--- src/rtl/sig_control_multi.sv ---
// Round-robin multi-approach signal controller; approach 0 rests green.
// Optional pedestrian walk phase is built when PED_WALK_EN is defined.
module sig_control_multi #(
    parameter int NUM_APPR = 4,
    parameter int TMR_W    = 8,
    parameter int MIN_GRN  = 6,
    parameter int MAX_GRN  = 20,
    parameter int YEL_CYC  = 3,
    parameter int RED_CYC  = 2,
    parameter int WALK_CYC = 8
) (
    input  logic                        CLOCK,
    input  logic                        CLEAR,
    input  logic [NUM_APPR-1:0]         CAR_ON_RD,
`ifdef PED_WALK_EN
    input  logic                        PED_REQ,
    output logic                        WALK,
`endif
    output logic [2*NUM_APPR-1:0]       SIG,
    output logic [$clog2(NUM_APPR)-1:0] GRN_IDX
);

    localparam int IDX_W = $clog2(NUM_APPR);

    localparam logic [1:0] GREEN   = 2'd0;
    localparam logic [1:0] YELLOW  = 2'd1;
    localparam logic [1:0] ALL_RED = 2'd2;
`ifdef PED_WALK_EN
    localparam logic [1:0] WALK_ST = 2'd3;
    localparam logic [TMR_W-1:0] T_WALK = TMR_W'(WALK_CYC - 1);
`endif

    localparam logic [TMR_W-1:0] T_MIN = TMR_W'(MIN_GRN - 1);
    localparam logic [TMR_W-1:0] T_MAX = TMR_W'(MAX_GRN - 1);
    localparam logic [TMR_W-1:0] T_YEL = TMR_W'(YEL_CYC - 1);
    localparam logic [TMR_W-1:0] T_RED = TMR_W'(RED_CYC - 1);

    if (NUM_APPR < 2 || NUM_APPR > 8 || MIN_GRN < 1 || MAX_GRN < MIN_GRN ||
        MAX_GRN >= (1 << TMR_W) || YEL_CYC < 1 || RED_CYC < 1 ||
        WALK_CYC < 1) begin : g_bad_param
        $error("sig_control_multi: illegal parameter set");
    end

    logic [1:0]          state, state_n;
    logic [IDX_W-1:0]    cur, cur_n, nxt;
    logic [TMR_W-1:0]    tmr;
    logic [NUM_APPR-1:0] req, req_n, cur_oh;
    logic                other_req;
    logic                grn_entry;
    logic                ped_dem;

    function automatic logic [2*NUM_APPR-1:0] lamps(
        input logic [1:0]       st,
        input logic [IDX_W-1:0] c
    );
        logic [2*NUM_APPR-1:0] l;
        l = '0;
        if (st == GREEN)
            l[{c, 1'b0} +: 2] = 2'd2;
        else if (st == YELLOW)
            l[{c, 1'b0} +: 2] = 2'd1;
        return l;
    endfunction

    always_comb begin
        cur_oh      = '0;
        cur_oh[cur] = 1'b1;
    end

    // First pending request after cur, wrapping; home road if none.
    always_comb begin
        logic [IDX_W-1:0] j;
        logic             found;
        j     = '0;
        found = 1'b0;
        nxt   = '0;
        for (int k = 1; k < NUM_APPR; k++) begin
            j = IDX_W'((int'(cur) + k) % NUM_APPR);
            if (!found && req[j]) begin
                nxt   = j;
                found = 1'b1;
            end
        end
    end

`ifdef PED_WALK_EN
    logic ped_pend;
    assign ped_dem = ped_pend;
`else
    assign ped_dem = 1'b0;
`endif

    assign other_req = (|(req & ~cur_oh)) | (cur != '0) | ped_dem;

    always_comb begin
        state_n = state;
        cur_n   = cur;
        case (state)
            GREEN: begin
                if (tmr >= T_MIN && other_req &&
                    (!CAR_ON_RD[cur] || tmr >= T_MAX))
                    state_n = YELLOW;
            end
            YELLOW: begin
                if (tmr == T_YEL)
                    state_n = ALL_RED;
            end
            ALL_RED: begin
                if (tmr == T_RED) begin
`ifdef PED_WALK_EN
                    if (ped_pend) begin
                        state_n = WALK_ST;
                    end else begin
                        state_n = GREEN;
                        cur_n   = nxt;
                    end
`else
                    state_n = GREEN;
                    cur_n   = nxt;
`endif
                end
            end
`ifdef PED_WALK_EN
            WALK_ST: begin
                if (tmr == T_WALK) begin
                    state_n = GREEN;
                    cur_n   = nxt;
                end
            end
`endif
            default: begin
                state_n = GREEN;
                cur_n   = '0;
            end
        endcase
    end

    assign grn_entry = (state_n == GREEN) && (state != GREEN);

    // Entering green for an approach retires its request, even if set now.
    always_comb begin
        req_n = req | (CAR_ON_RD & ~cur_oh);
        if (grn_entry)
            req_n[cur_n] = 1'b0;
    end

    always_ff @(posedge CLOCK) begin
        if (CLEAR) begin
            state   <= GREEN;
            cur     <= '0;
            tmr     <= '0;
            req     <= '0;
            SIG     <= lamps(GREEN, '0);
            GRN_IDX <= '0;
        end else begin
            state   <= state_n;
            cur     <= cur_n;
            req     <= req_n;
            SIG     <= lamps(state_n, cur_n);
            GRN_IDX <= cur_n;
            if (state_n != state)
                tmr <= '0;
            else if (tmr != '1)
                tmr <= tmr + 1'b1;
        end
    end

`ifdef PED_WALK_EN
    always_ff @(posedge CLOCK) begin
        if (CLEAR) begin
            ped_pend <= 1'b0;
            WALK     <= 1'b0;
        end else begin
            if (state_n == WALK_ST && state != WALK_ST)
                ped_pend <= 1'b0;
            else if (PED_REQ && state != WALK_ST)
                ped_pend <= 1'b1;
            WALK <= (state_n == WALK_ST);
        end
    end
`endif

endmodule

--- config.mk ---
export PLATFORM = sky130hd
export DESIGN_NAME = sig_control_multi
export DESIGN_NICKNAME = d
export VERILOG_FILES = /design/src/rtl/sig_control_multi.sv
export SDC_FILE = /design/constraint.sdc
export NUM_CORES = 1
export LEC_CHECK = 0
export ABC_AREA = 0
export CORE_MARGIN = 4
export CORE_UTILIZATION = 55
export DETAILED_ROUTE_END_ITERATION = 8
export PLACE_DENSITY = 0.79
export SYNTH_ARGS = -nofsm -noshare
export SYNTH_HDL_FRONTEND = slang
export SYNTH_SLANG_ARGS = --single-unit
export TNS_END_PERCENT = 100
--- constraint.sdc ---
create_clock -name CLOCK -period 4.35 [get_ports CLOCK]
set_input_delay 0.435 -clock CLOCK [delete_from_list [all_inputs] [get_ports CLOCK]]
set_output_delay 0.435 -clock CLOCK [all_outputs]
set_load 0.02 [all_outputs]
==> key figures, run 1 <==
Outcome
  – Status: completed

Place
  – DPL Wire Length: 2.18 mm
  – RePlAce Congestion: 0.896
  – Port Buffers: 15

Clocking
  – Clock latency on the worst-skew pair: 320 ps
  – Clock Path Buffers: 2
  – Clk pin slew, worst setup/hold paths: 140 ps
  – CTS Root Cell: clkbuf_4
  – Clock Sinks: 24
  – CTS tree: built
  – Number of gates resized after cts: 0
  – Cts bufs inserted: 3
  – H-tree levels: 1
  – Post-CTS setup buffer count: 0
  – # hold bufs at CTS: 0

Synth
  – Syn Area/Cell: between 8 and 9 µm²
  – Flops & latches, synth: 24
  – Post-Syn Nets: 178
  – Seq/Total Area, Yosys: 35.0%
  – Cell variety after synth: 40
  – Top cells by area, synth: dfxtp_1 35%, ha_1 7.3%, nor2_1 6.6%
  – Synthesized cell area: around 1400 µm²
  – Synth top area share: 35.0%
  – Synth top cells by count: 24 x dfxtp_1, 24 x nor2_1, 11 x nor3_1
  – Synth area leader: dfxtp_1
  – Post-synth top flop: dfxtp_1
  – Post-synth EDFFs: 0
  – Asr flop ratio synth: 0%
  – Cells after Synth: approximately 160
  – Synth warn: 0

Routing
  – Vias per Instance: 5.93
  – DR pass1 iterations: 4
  – Number of DRC markers in iteration 0: 70
  – Drt wl/cell: 14.7 µm
  – Vias: approximately 1,200
  – Post-route ant nets: 0
  – Final wirelength: 3.00 mm
  – # DRC: 0

Global routing
  – First-pass GRT wire length: 5.31 mm
  – Largest net degree at the start of global routing: 16
  – All-Layer GR Usage: 20.0%
  – Vias in the first global route: 1,134
  – Initial antenna violation count: 0
  – Remaining Overflow, GRT: 0

Setup path
  – CP Launch Type: flop
  – Worst Path Arrival: 3010 ps
  – Worst Path Max Fanout: 15
  – Crit-path cells: inv_2 -> ha_1 -> mux4_2 -> nor2b_1 -> o311ai_1 -> o41a_1 -> nand2b_1 -> o21a_1
  – Crit path required time: 4580 ps
  – CP max stage cell: dfxtp_1
  – Crit Path Category: reg2reg
  – Max incr delay on CP: approximately 700 ps
  – CP Capture Type: flop

Power and ir drop
  – Pwr dens: 283 nW/µm²
  – Clock Power Share: 36.3%
  – Pleak: 0.568 nW
  – Sequential share of power: a little over half
  – Sw Share: 23.3%
  – Combinational power share: 11.2%
  – Internal Power: 0.000344 W
  – NetSw: between 0.0001 and 0.00015 W
  – VDD IR max: 173 µV

STA
  – Worst slew margin: 57.0%
  – Final min period: 2780 ps
  – Max frequency: 359 MHz
  – Slew Viols, Final: 0
  – Final TNS setup: 0 ps
  – Final hold vios: 0
  – Count of final setup violators: 0
  – Worst Clk Skew: 9.79 ps
  – Worst Tran Pin Value: 629 ps
  – RSZ-0062 raised after global routing: false
  – Final period util: 64.0%

Floorplan
  – Die width: 58.0 µm
  – Core ar.: 2300 µm²
  – Row Count: 17
  – Ports: 16
  – Die Footprint: 3360 µm²
  – Die Y-Extent: 58.0 µm
  – Initial cell density of the core: roughly three fifths

Finish
  – Register area: just under 500 µm²
  – Share of cells above drive strength 1: 5.68%
  – Layout fillers: 189
  – Synthesis-to-finish area growth: 15.2%
  – Final Util: 68.8%
  – Multi-input combinational cell area: 822 µm²
  – Final Net Count: 191
  – N_diodes: 0

Job
  – Max-cap violations: 0

Worst hold path
  – Hold Path Class: reg2reg
-- cell families after synthesis --
logic type               Yosys count  share of synthesized area (%)
AND/OR/NAND/NOR                   73                           26.2
AO/OA/AOI/OAI                     29                           15.2
flip-flops                        24                           35.0
buffers and inverters             18                           5.10
multiplexers                       8                           8.66
adder cells (fa/ha/maj)            8                           7.29
XOR/XNOR                           4                           2.55
-- power by group through the flow --
| stage | logic (W) | clock network, W | registers [W] |
|---|---|---|---|
| floorplan | 0.0000358 | 0 | 0.000237 |
| detailed placement | 0.0000487 | 0 | 0.000239 |
| global placement | 0.0000478 | 0 | 0.000239 |
| global route | 0.0000569 | 0.000176 | 0.000237 |
| CTS | 0.0000503 | 0.000167 | 0.000235 |
| finish | 0.0000504 | 0.000163 | 0.000235 |
-- sequential cells by signal (all words and copies together) (netlist names) --
register and count:
cur 2, state 2, req 4, tmr 8, SIG 8
-- final timing paths --
check / start / endpoint / slack [ps] / cells past startpoint
setup / recovery: cur[0] / req[3] / 1570 / 8
hold / removal: tmr[6] / tmr[6] / 550 / 2
setup reg to reg: cur[0] / req[3] / 1570 / 8
hold reg to reg: tmr[6] / tmr[6] / 550 / 2
-- per-stage QoR --
stage | area, µm² | hold slack, ps | std cells | total power (W) | setup slack [ps]
floorplan | 1370 | 488 | 164 | 0.000273 | 1730
global placement | 1530 | 500 | 200 | 0.000287 | 1720
detailed placement | 1530 | 521 | 200 | 0.000288 | 1600
CTS | 1580 | 546 | 204 | 0.000452 | 1560
global route | 1580 | 599 | 204 | 0.000469 | 1340
finish | 1580 | 548 | 204 | 0.000448 | 1570
-- layout make-up --
class,instances,area share [%]
Inverter,11,2.61
Clock buffer,3,1.42
Sequential cell,24,30.4
Multi-Input combinational cell,122,52.0
Timing Repair Buffer,15,9.49
Clock inverter,1,1.90
Tap cell,28,2.22
-- worst max-delay path: cells and delay by family, from the launching register on --
kind                       cells  cell delay [ps]
AOI/OAI and AO/OA              3              500
adders and majority gates      1              470
buffers and inverters          1              130
DFF                            1              700
muxes                          1              530
and+or+nand+nor                2              360
-- cells in the final DEF (no fill, tap or decap), types with 2 or more instances in the layout --
cell              n
o21bai_1          2
ha_1              8
mux2i_1           4
clkbuf_4          3
o21a_1            3
xor2_1            3
mux4_2            3
nand4_1           3
o21ai_0           3
nand2_1          10
nand2b_1          4
nand3_1           4
nor4b_1           2
nor2b_1           7
and2_1            3
inv_1            10
clkdlybuf4s50_1  15
nor4_1            2
dfxtp_1          24
a211oi_1          3
nor3_1           11
nor2_1           24
a21oi_1           8
-- metal layers --
metal	global-route usage (%)	vias up	share of wire [%]
li1	-	600	-
met1	28.9	560	48
met2	31.1	47	45
met3	3.12	2	6.2
met4	4.64	0	0.57
met5	0	-	0
No activity file was read; power rests on OpenSTA's default activity.
==> run 2, diff against run 1 <==
==> constraint.sdc (replaced) <==
create_clock -name CLOCK -period 2.73 [get_ports CLOCK]
set_input_delay 0.273 -clock CLOCK [delete_from_list [all_inputs] [get_ports CLOCK]]
set_output_delay 0.273 -clock CLOCK [all_outputs]
set_load 0.02 [all_outputs]
==> key figures, run 2 (synthesis gave the netlist of run 1 again) <==
Routing
  – Final wirelength: 2.99 mm (-0.40%)
  – Vias: 1,222 (+1.1%)
  – Vias per Instance: 5.93 (about the same)
  – DR pass1 iterations: 4 (unchanged)
  – Number of DRC markers in iteration 0: 62 (-11%)
  – Post-route ant nets: 0 (unchanged)
  – # DRC: 0 (unchanged)
  – Drt wl/cell: 14.5 µm (-1.4%)

STA
  – Final min period: 2450 ps (-333 ps)
  – RSZ-0062 raised after global routing: false
  – Final hold vios: 0 (unchanged)
  – Final period util: 89.8% (+26 points)
  – Worst Clk Skew: 2.38 ps (-7.41 ps)
  – Worst slew margin: 66.0% (+9.1 points)
  – Count of final setup violators: 0 (unchanged)
  – Slew Viols, Final: 0 (unchanged)
  – Worst Tran Pin Value: 496 ps (-133 ps)
  – Max frequency: 408 MHz (+14%)
  – Final TNS setup: 0 ps (unchanged)

Clocking
  – H-tree levels: 1 (unchanged)
  – Clock Path Buffers: 2 (unchanged)
  – Clock Sinks: 24 (unchanged)
  – CTS tree: built
  – # hold bufs at CTS: 0 (unchanged)
  – CTS Root Cell: clkbuf_4
  – Cts bufs inserted: 3 (unchanged)
  – Number of gates resized after cts: 0 (unchanged)
  – Post-CTS setup buffer count: 0 (unchanged)
  – Clk pin slew, worst setup/hold paths: 130 ps (about the same)
  – Clock latency on the worst-skew pair: 320 ps (about the same)

Finish
  – N_diodes: 0 (unchanged)
  – Synthesis-to-finish area growth: 16.4%
  – Largest registers: SIG (8), tmr (8), req (4)
  – Final Net Count: 193 (+1.0%)
  – Post-route cell area: 1600 µm² (+1.0%)
  – Most common cell after layout, fill and taps aside: nor2_1
  – Fin cells: 206 (+0.98%)
  – Most frequent cells in the layout: 24 x nor2_1, 23 x dfxtp_1, 15 x clkdlybuf4s50_1
  – Share of cells above drive strength 1: 7.30% (+1.6 points)

Floorplan
  – Row Count: 17 (unchanged)
  – Die Footprint: 3360 µm² (unchanged)
  – Die width: 58.0 µm (unchanged)
  – Ports: 16 (unchanged)
  – Core ar.: 2300 µm² (unchanged)
  – Initial cell density of the core: 59.7% (unchanged)
  – Die Y-Extent: 58.0 µm (unchanged)

Global routing
  – Met2 GRT Util: 30.8% (-0.32 points)
  – Top Usage Layer GRT: met2
  – Vias in the first global route: 1,175 (+3.6%)
  – First-pass GRT wire length: 5.28 mm (-0.53%)
  – All-Layer GR Usage: 19.8% (-0.18 points)
  – Largest net degree at the start of global routing: 15 (-1)
  – Remaining Overflow, GRT: 0 (unchanged)
  – Initial antenna violation count: 0 (unchanged)
  – Met1 Use GR: 26.9% (-2.0 points)
  – Met3 global-route usage: 4.23% (+1.1 points)

Setup path
  – Worst Path Arrival: 2680 ps (-330 ps)
  – Crit path launch: cur[1]
  – Crit path required time: 2960 ps (-1620 ps)
  – Worst Path Max Fanout: 8 (-7)
  – CP Capture Type: flop
  – Worst flop-to-flop path startpoint: cur[1]
  – Worst-case reg-to-reg path depth: 8 (unchanged)
  – CP Launch Type: flop
  – Crit Path Category: reg2reg

Place
  – DPL Wire Length: 2.25 mm (+3.1%)
  – Placed cell areas: 1540 µm² (+0.98%)
  – Port Buffers: 15 (unchanged)
  – Placed Instances: 202 (+1.0%)
  – RePlAce Congestion: 0.854 (-4.6%)

Power and ir drop
  – Pleak: 0.579 nW (+1.9%)
  – Total power: 0.000714 W (+59%)
  – Pwr dens: 447 nW/µm² (+58%)
  – VDD IR max: 354 µV (+100%)

Worst hold path
  – Hold path depth: 2 (unchanged)
  – Hold Path Class: reg2reg
  – Hold Startpoint: tmr[6]

Outcome
  – Status: completed

Job
  – Max-cap violations: 0 (unchanged)
-- run 2: cell types whose count changed in the layout (fill, tap and decap cells not counted), sizes merged --
cell and change:
buf +2
-- run 2: area by class of cell --
cell class / count / area [µm²]
repair buffers: 17 / 165
multi-input cells: 122 / 822
clock buffers: 3 / 22.5
well taps: 28 / 35.0
fillers: 192 / 699
inverters: 11 / 41.3
clock inverters: 1 / 30.0
flip-flops and latches: 24 / 482
-- run 2: report_power, final --
part,internal [W],switching [W],leakage [nW]
registers,0.000360,0.0000151,0.195
logic,0.0000411,0.0000405,0.355
clock network,0.000148,0.000109,0.0279
total,0.000549,0.000165,0.579
-- run 2: worst max-delay path, stage by stage, from the launching register on --
cell and delay [ps]:
dfxtp_2 440, inv_1 110, ha_1 460, mux4_2 340
nor2b_1 160, a222oi_1 320, o31ai_2 160, nand2b_1 210
o21a_1 170
-- run 2: per-stage QoR --
stage          setup WS (ps)  utilization (%)  hold slack [ps]
5_1_grt                  133             69.6              557
4_1_cts                  177             69.5              526
2_1_floorplan            108                -              466
3_5_place_dp             205             67.2              507
3_3_place_gp             262             67.2              504
6_report                 279             69.6              529
-- run 2: layer usage --
layer / routed length, µm / vias up / part of all wire, %
met5: 0 / - / 0
met4: 31 / 0 / 1.0
met3: 220 / 4 / 7.4
met2: 1370 / 49 / 46
met1: 1360 / 564 / 46
li1: - / 605 / -
-- run 2: path summary, 6_finish.rpt --
check | end | slack [ps]
max | req[0] | 280
min | tmr[6] | 530
max reg2reg | req[0] | 280
min reg2reg | tmr[6] | 530
